$ cat config.mk
export PLATFORM = sky130hd
export DESIGN_NAME = dmem_access_ctrl_flat
export DESIGN_NICKNAME = d
export VERILOG_FILES = /design/src/rtl/dmem_access_ctrl_pkg.sv /design/src/rtl/dmem_access_ctrl_if.sv /design/src/rtl/dmem_access_ctrl.sv /design/src/flat_wrapper.sv
export SDC_FILE = /design/constraint.sdc
export NUM_CORES = 1
export LEC_CHECK = 0
export ABC_AREA = 1
export ABC_CLOCK_PERIOD_IN_PS = 3300
export BUFFER_PORTS_ARGS = -buffer_cell sky130_fd_sc_hd__buf_2
export CORE_MARGIN = 3
export CORE_UTILIZATION = 50
export DETAILED_ROUTE_END_ITERATION = 10
export GPL_ROUTABILITY_DRIVEN = 0
export PLACE_DENSITY = 0.9
export SETUP_SLACK_MARGIN = 0.5
export SLEW_MARGIN = 20
export SYNTH_ARGS = -nofsm -noshare
export SYNTH_HDL_FRONTEND = slang
export SYNTH_SLANG_ARGS = --single-unit
$ cat constraint.sdc
create_clock -name clk -period 3.3 [get_ports clk]
set_clock_uncertainty 0.05 [all_clocks]
set_input_delay 0.495 -clock clk [delete_from_list [all_inputs] [get_ports clk]]
set_output_delay 0.495 -clock clk [all_outputs]
set_load 0.01 [all_outputs]
$ cat src/rtl/dmem_access_ctrl_pkg.sv
// Shared definitions for the MEM-stage data-memory controller:
// bus width, response timeout, FSM encoding and the abort read value.
package dmem_access_ctrl_pkg;

   localparam int DMEM_WIDTH   = 32;
   localparam int DMEM_TIMEOUT = 64;

   // Returned to the pipeline when a load response never arrives.
   localparam logic [31:0] DMEM_ABORT_DATA = 32'hDEADBEEF;

   typedef enum logic [1:0] {
      ST_IDLE = 2'd0,
      ST_REQ  = 2'd1,
      ST_RESP = 2'd2,
      ST_DONE = 2'd3
   } state_t;

   function automatic logic is_word_aligned(input logic [1:0] addr_lo);
      return addr_lo == 2'b00;
   endfunction

endpackage

$ cat src/rtl/dmem_access_ctrl_if.sv
// Data-memory bus: one valid/ready request channel plus a read-response strobe.
// The controller is the master; the memory is the slave.
interface dmem_access_ctrl_if
   import dmem_access_ctrl_pkg::*;
#(
   parameter int WIDTH = DMEM_WIDTH
) ();

   logic             req_valid;
   logic             req_ready;
   logic             req_we;
   logic [WIDTH-1:0] req_addr;
   logic [WIDTH-1:0] req_wdata;
   logic             resp_valid;
   logic [WIDTH-1:0] resp_rdata;

   modport master (
      output req_valid, req_we, req_addr, req_wdata,
      input  req_ready, resp_valid, resp_rdata
   );

   modport slave (
      input  req_valid, req_we, req_addr, req_wdata,
      output req_ready, resp_valid, resp_rdata
   );

endinterface

$ cat src/rtl/dmem_access_ctrl.sv
// MEM-stage controller: turns one load/store into a single bus transaction,
// stalls the pipeline until it completes and hands load data to MEM/WB.
module dmem_access_ctrl
   import dmem_access_ctrl_pkg::*;
#(
   parameter int WIDTH   = DMEM_WIDTH,
   parameter int TIMEOUT = DMEM_TIMEOUT
) (
   input  logic             clk,
   input  logic             rst,
   input  logic             memwrite_mem,
   input  logic             memtoreg_mem,
   input  logic [WIDTH-1:0] aluout_mem,
   input  logic [WIDTH-1:0] writedata_mem,
   output logic             stall,
   output logic [WIDTH-1:0] readdata_mem,
   output logic             rd_valid,
   output logic             mem_err,
   dmem_access_ctrl_if.master bus
);

   localparam int CNT_W = (TIMEOUT < 2) ? 1 : $clog2(TIMEOUT + 1);

   state_t           state_reg;
   logic [CNT_W-1:0] cnt_reg;
   logic             access;
   logic             timeout_hit;

   assign access = memwrite_mem | memtoreg_mem;

   // Counter starts at 0 on entry to RESP, so TIMEOUT-1 marks the last waiting cycle.
   assign timeout_hit = (TIMEOUT != 0) && (cnt_reg == CNT_W'(TIMEOUT - 1));

   always_comb begin
      stall = 1'b0;
      if ((state_reg == ST_IDLE && access) || state_reg == ST_REQ || state_reg == ST_RESP)
         stall = 1'b1;
   end

   always_ff @(posedge clk) begin
      if (!rst) begin
         state_reg     <= ST_IDLE;
         cnt_reg       <= '0;
         bus.req_valid <= 1'b0;
         bus.req_we    <= 1'b0;
         bus.req_addr  <= '0;
         bus.req_wdata <= '0;
         readdata_mem  <= '0;
         rd_valid      <= 1'b0;
         mem_err       <= 1'b0;
      end else begin
         rd_valid <= 1'b0;
         case (state_reg)
            ST_IDLE: begin
               if (access) begin
                  if (is_word_aligned(aluout_mem[1:0])) begin
                     bus.req_valid <= 1'b1;
                     bus.req_we    <= memwrite_mem;
                     bus.req_addr  <= aluout_mem;
                     bus.req_wdata <= writedata_mem;
                     state_reg     <= ST_REQ;
                  end else begin
                     mem_err   <= 1'b1;
                     state_reg <= ST_DONE;
                  end
               end
            end
            ST_REQ: begin
               if (bus.req_ready) begin
                  bus.req_valid <= 1'b0;
                  cnt_reg       <= '0;
                  // Stores are posted: no response is awaited.
                  state_reg     <= bus.req_we ? ST_DONE : ST_RESP;
               end
            end
            ST_RESP: begin
               if (bus.resp_valid) begin
                  readdata_mem <= bus.resp_rdata;
                  rd_valid     <= 1'b1;
                  state_reg    <= ST_DONE;
               end else if (timeout_hit) begin
                  readdata_mem <= WIDTH'(DMEM_ABORT_DATA);
                  rd_valid     <= 1'b1;
                  mem_err      <= 1'b1;
                  state_reg    <= ST_DONE;
               end else begin
                  cnt_reg <= cnt_reg + 1'b1;
               end
            end
            ST_DONE: state_reg <= ST_IDLE;
            default: state_reg <= ST_IDLE;
         endcase
      end
   end

endmodule

$ cat src/flat_wrapper.sv
// flat-port wrapper written by rule: the top's interface ports become plain ports
module dmem_access_ctrl_flat import dmem_access_ctrl_pkg::*;
#(
   parameter int WIDTH   = DMEM_WIDTH,
   parameter int TIMEOUT = DMEM_TIMEOUT
)
  (clk, rst, memwrite_mem, memtoreg_mem, aluout_mem, writedata_mem, stall, readdata_mem, rd_valid, mem_err, bus_req_valid, bus_req_we, bus_req_addr, bus_req_wdata, bus_req_ready, bus_resp_valid, bus_resp_rdata);
  dmem_access_ctrl_if #(.WIDTH(WIDTH)) bus_i ();
  input  logic clk;
  input  logic rst;
  input  logic memwrite_mem;
  input  logic memtoreg_mem;
  input  logic [WIDTH-1:0] aluout_mem;
  input  logic [WIDTH-1:0] writedata_mem;
  output logic stall;
  output logic [WIDTH-1:0] readdata_mem;
  output logic rd_valid;
  output logic mem_err;
  output wire logic [$bits(bus_i.req_valid)-1:0] bus_req_valid;
  output wire logic [$bits(bus_i.req_we)-1:0] bus_req_we;
  output wire logic [$bits(bus_i.req_addr)-1:0] bus_req_addr;
  output wire logic [$bits(bus_i.req_wdata)-1:0] bus_req_wdata;
  input wire logic [$bits(bus_i.req_ready)-1:0] bus_req_ready;
  input wire logic [$bits(bus_i.resp_valid)-1:0] bus_resp_valid;
  input wire logic [$bits(bus_i.resp_rdata)-1:0] bus_resp_rdata;
  assign bus_req_valid = bus_i.req_valid;
  assign bus_req_we = bus_i.req_we;
  assign bus_req_addr = bus_i.req_addr;
  assign bus_req_wdata = bus_i.req_wdata;
  assign bus_i.req_ready = bus_req_ready;
  assign bus_i.resp_valid = bus_resp_valid;
  assign bus_i.resp_rdata = bus_resp_rdata;
  dmem_access_ctrl #(.WIDTH(WIDTH), .TIMEOUT(TIMEOUT)) u_core (.clk(clk), .rst(rst), .memwrite_mem(memwrite_mem), .memtoreg_mem(memtoreg_mem), .aluout_mem(aluout_mem), .writedata_mem(writedata_mem), .stall(stall), .readdata_mem(readdata_mem), .rd_valid(rd_valid), .mem_err(mem_err), .bus(bus_i));
endmodule
# ---- Word-level counts from Yosys, hierarchy flattened
# Index checks and enable logic that the tools add are counted.
dict set report op_classes {
  add_sub_neg 1
  multipliers 0
  n_div 0
  magnitude_cmp 0
  n_eq_ne 12
  shifts 0
  n_mux 25
  bitwise 1
  reduce_logical 16
}
# cell count
set ops {}
lappend ops {{two-way mux 32 bit} 2}
lappend ops {{two-way mux 7 bit} 3}
lappend ops {{case mux 7 bit (2 select lines)} 1}
lappend ops {{two-way mux 1 bit} 11}
lappend ops {{two-way mux 2 bit} 5}
lappend ops {{!= test 2 bit, second input constant} 5}
lappend ops {{case mux 2 bit (4 select lines)} 1}
lappend ops {{AND reduction 4 bit} 2}
lappend ops {{nonzero test 2 bit} 4}
lappend ops {{adder 7 x 1 -> 7 bit, second input constant} 1}
lappend ops {{equality test 7 x 6 -> 1 bit, second input constant} 1}
lappend ops {{AND reduction 3 bit} 2}
lappend ops {{AND reduction 5 bit} 1}
lappend ops {{equality test 2 bit, second input constant} 2}
lappend ops {{zero test 2 bit} 2}
lappend ops {{!= test 2 x 1 -> 1 bit, second input constant} 2}
lappend ops {{case mux 1 bit (2 select lines)} 2}
lappend ops {{AND reduction 2 bit} 2}
lappend ops {{!= test 3 x 2 -> 1 bit, second input constant} 1}
lappend ops {{equality test 2 x 1 -> 1 bit, second input constant} 1}
lappend ops {{logical OR 1 bit} 2}
lappend ops {{logical AND 1 bit} 1}
lappend ops {{OR 1 bit} 1}
dict set report totals {
  register_bits 109
  latch_bits 0
  mem_bits_rw 0
  mem_bits_ro 0
  in_bits 102
  out_inout_bits 101
  elab_cells 64
  mem_count 0
}

# ---- Depth between registers and ports, before layout
dict set report logic_depth {
  depth_word 5
  ltp_mapped 10
}

# ---- Least setup slack after synthesis
# OpenSTA, ideal clock, no wires.
dict set report synth_path {
  path_kind {flip-flop to flip-flop}
  from {register u_core.state_reg[0]}
  to {register u_core.readdata_mem[21]}
  setup_ns 0.056
  arrival_time_ns 1.482
  slack_ns 1.712
  path_stages_with_launch 8
  path_cell_list {dfxtp_1 inv_1 ha_1 nand2_1 clkbuf_1 buf_2 o211ai_2 inv_2}
}
dict set report synth_via {
  elab_chain_len 2
}
# element line_no
set synth_lines {}
lappend synth_lines {{from (decl)} dmem_access_ctrl.sv:24} ;# state_t state_reg;
lappend synth_lines {{from (signal assigned)} dmem_access_ctrl.sv:73} ;# state_reg <= bus.req_we ? ST_DONE : ST_RESP;
lappend synth_lines {{equality test 2 bit} dmem_access_ctrl.sv:53} ;# case (state_reg)
lappend synth_lines {{AND reduction 2 bit (no source line)} --}
lappend synth_lines {{to (signal assigned)} dmem_access_ctrl.sv:78} ;# readdata_mem <= bus.resp_rdata;
lappend synth_lines {{to (signal assigned)} dmem_access_ctrl.sv:82} ;# readdata_mem <= WIDTH'(DMEM_ABORT_DATA);
lappend synth_lines {{to (decl)} dmem_access_ctrl.sv:16} ;# output logic [WIDTH-1:0] readdata_mem,
# Every way passes these cells.
# A chain may end at the register's enable or synchronous reset.

# ---- Worst setup path in the final report
dict set report layout_path {
  from {register u_core.state_reg[0]}
  to {output port stall}
}
dict set report layout_via {
  elab_chain_len 5
  elab_cells_between_ends 7
}
# element line_no
set layout_lines {}
lappend layout_lines {{zero test 2 bit} dmem_access_ctrl.sv:36} ;# if ((state_reg == ST_IDLE && access) || state_reg == ST_REQ || state_reg == ST_RESP)
lappend layout_lines {{logical AND 1 bit} dmem_access_ctrl.sv:36}
lappend layout_lines {{logical OR 1 bit} dmem_access_ctrl.sv:36}
lappend layout_lines {{logical OR 1 bit *} dmem_access_ctrl.sv:36}
lappend layout_lines {{two-way mux 1 bit *} dmem_access_ctrl.sv:36}
lappend layout_lines {{to (decl)} flat_wrapper.sv:15} ;# output logic stall;
# Every way passes the cells marked *; elsewhere a longest branch is shown, timed or not.

==> qor.yml <==
placed_design:
  dp_cells: 847
  post-dp-hpwl_mm: 8.57
  dpl_worst_slack_ns: 1.15
  portBuffers: 202
  placed_cell_area_sq_um: 5450
synth:
  synth-edff-count: 0
  yosysMostFrequentCell: "nand2_1"
  yosys_warnings: 0
  syn_area_per_cell_sq_um: 7.89
  ys_types: 26
  netlist_area_sq_um: 4460
  ys_ff_latch: 109
  synth_top_cell_by_area: "dfxtp_1"
  seq_area_frac_synth_pct: 48.9
  synthesis.nets: 673
  postSynthCellCount: 566
  ys_top_cells_by_count: "nand2_1 (177), dfxtp_1 (109), a21oi_1 (79), inv_1 (48)"
  synth_top_area_share_pct: 48.9
  ys_async_sr_fraction_pct: 0
  yosys-top-cells-area: "dfxtp_1 (49%), nand2_1 (15%), a21oi_1 (8.9%)"
  synth-main-ff-cell: "dfxtp_1"
floorplanning:
  die_w_um: 100
  core_area_sq_um: 8420
  die-height_um: 100
  rows: 33
  die-area_sq_um: 10100
  io_pins: 203
  initial_core_util_pct: 53.0
worst_hold_path:
  hold_path_class: "in2reg"
  hold_depth: 3
grt:
  antenna_found_initial: 1
  grt_first_pass_wirelength_mm: 18.7
  grt_use_total_pct: 22.8
  overflow: 0
  grt_max_degree: 67
  grt_pass1_vias: 3986
clocking:
  cts_made_buffers: 9
  clockRootBuffer: "clkbuf_8"
  tritoncts: "yes"
  clk_latency_ns: 0.35
  cts_setup_buffers: 0
  htreeDepth: 3
  clk_path_buf_depth: 2
  clock-sinks: 109
  ctsHoldBuffers: 0
  clk_pin_slew_ns: 0.11
  post_cts_resized: 0
sta:
  hold-worst-slack_ns: 0.311
  finalSetupViolations: 0
  setup_tns_ns: 0
  fin_ws_ns: 0.993
  drv_slew: 0
  rsz0062_at_grt: "false"
  max-slew-margin-rel_pct: 47.2
  fin_crit_sh_pct: 69.9
  finalHoldViolations: 0
  worst_pin_slew_ns: 0.790
  fmax_ghz: 0.433
  period_needed_ns: 2.31
critical_path:
  critPathMaxFanout: 12
  required_ns: 2.75
  reg2reg_depth: 8
  cp-start-kind: "flop"
  rrSetupSlack_ns: 1.15
  critPathCaptureType: "output pin"
  crit_arrival_ns: 1.76
  path_class: "reg2out"
finish:
  multi_input_area_sq_um: 1820
  layout.cells.non_filler: 862
  final_nets: 860
  top_regs: "u_core.bus.req_addr (32), u_core.bus.req_wdata (32), u_core.readdata_mem (32)"
  n_antenna_cell: 0
  drive_gt1_share_pct: 38.8
  num-fill-cells: 694
  seqCellArea_sq_um: 2180
  fin_area_sq_um: 5630
  syn_to_final_growth_pct: 26.2
routing:
  routed-via-count: 4309
  drc: 0
  drtPass1Iterations: 4
  ant_nets: 0
  wl_per_cell_um: 13.4
  viasPerCell: 5.00
  wl_mm: 11.5
  drt-initial-drc-count: 258
pwr:
  peakVddDrop_v: 0.000355
  p_leak_nw: 2.89
  powerDensity_nw_per_um2: 614
run:
  drv_cap: 0
status:
  status: "finished, final reports clean"
-- metal layers --
layer	GRT usage, %	part of all wire [%]
met1	27.0	39
met2	38.3	49
met5	0	0.11
met4	7.77	1.6
met3	8.17	10
-- placed cells by master, fill, tap and decap left out --
master and n:
inv_8 2, buf_4 5, inv_2 21, dfxtp_1 109, nand2_1 177, clkinv_2 1, inv_1 48, nor2_4 1
nor3_4 1, ha_1 5, nor2_2 2, nor2_1 18, nand3_1 12, nand4_1 5, o211ai_1 6, o211ai_2 20
clkbuf_8 9, nand3_2 1, clkinv_1 1, clkinv_4 4, buf_2 202, nand2_4 3, nand2_2 21, o21ai_0 3
a21oi_1 79, o21ai_4 1
-- power by group --
group / switching [W] / internal [W] / leakage [nW] / total [W]
sequential: 0.0000911 / 0.00148 / 0.886 / 0.00157
combinational: 0.000719 / 0.000417 / 1.91 / 0.00114
clock: 0.000464 / 0.000287 / 0.0933 / 0.000751
-- area by class of cell --
cell class	instances	share of cell area, %
Multi-Input combinational cell	355	32.4
Tap cell	105	2.33
Timing Repair Buffer	207	18.6
Inverter	71	4.75
Sequential cell	109	38.7
Clock inverter	6	1.02
Clock buffer	9	2.20
-- logic make-up (layout without fill, tap and decap cells) --
| group | count (synthesis) | count (layout) | synth area share, % |
|---|---|---|---|
| DFF | 109 | 109 | 48.9 |
| AOI/OAI and AO/OA | 109 | 109 | 16.0 |
| and+or+nand+nor | 241 | 241 | 23.3 |
| buffers and inverters | 102 | 293 | 10.4 |
| adders and majority gates | 5 | 5 | 1.40 |
-- metrics by stage --
| stage | total power (W) | utilization (%) |
|---|---|---|
| after floorplan | 0.00240 | - |
| after global placement | 0.00268 | 64.7 |
| after detailed placement | 0.00274 | 64.7 |
| after CTS | 0.00348 | 66.9 |
| after global routing | 0.00370 | 66.9 |
| final | 0.00346 | 66.9 |
-- worst max-delay path: stages, from the launching register on --
cell     delay, ns
dfxtp_1       0.41
inv_1         0.11
ha_1          0.37
nor2_1        0.21
o21ai_0       0.14
buf_2         0.18
-- final timing paths --
| path | start | endpoint |
|---|---|---|
| max reg2reg | u_core.state_reg[0]$_SDFFE_PN0P_ | u_core.bus.req_wdata[26]$_SDFFE_PN0P_ |
| min | writedata_mem[12] | u_core.bus.req_wdata[12]$_SDFFE_PN0P_ |
| max | u_core.state_reg[0]$_SDFFE_PN0P_ | stall |
| min reg2reg | u_core.bus.req_addr[1]$_SDFFE_PN0P_ | u_core.bus.req_addr[1]$_SDFFE_PN0P_ |
(Power assumes the default switching activity.)
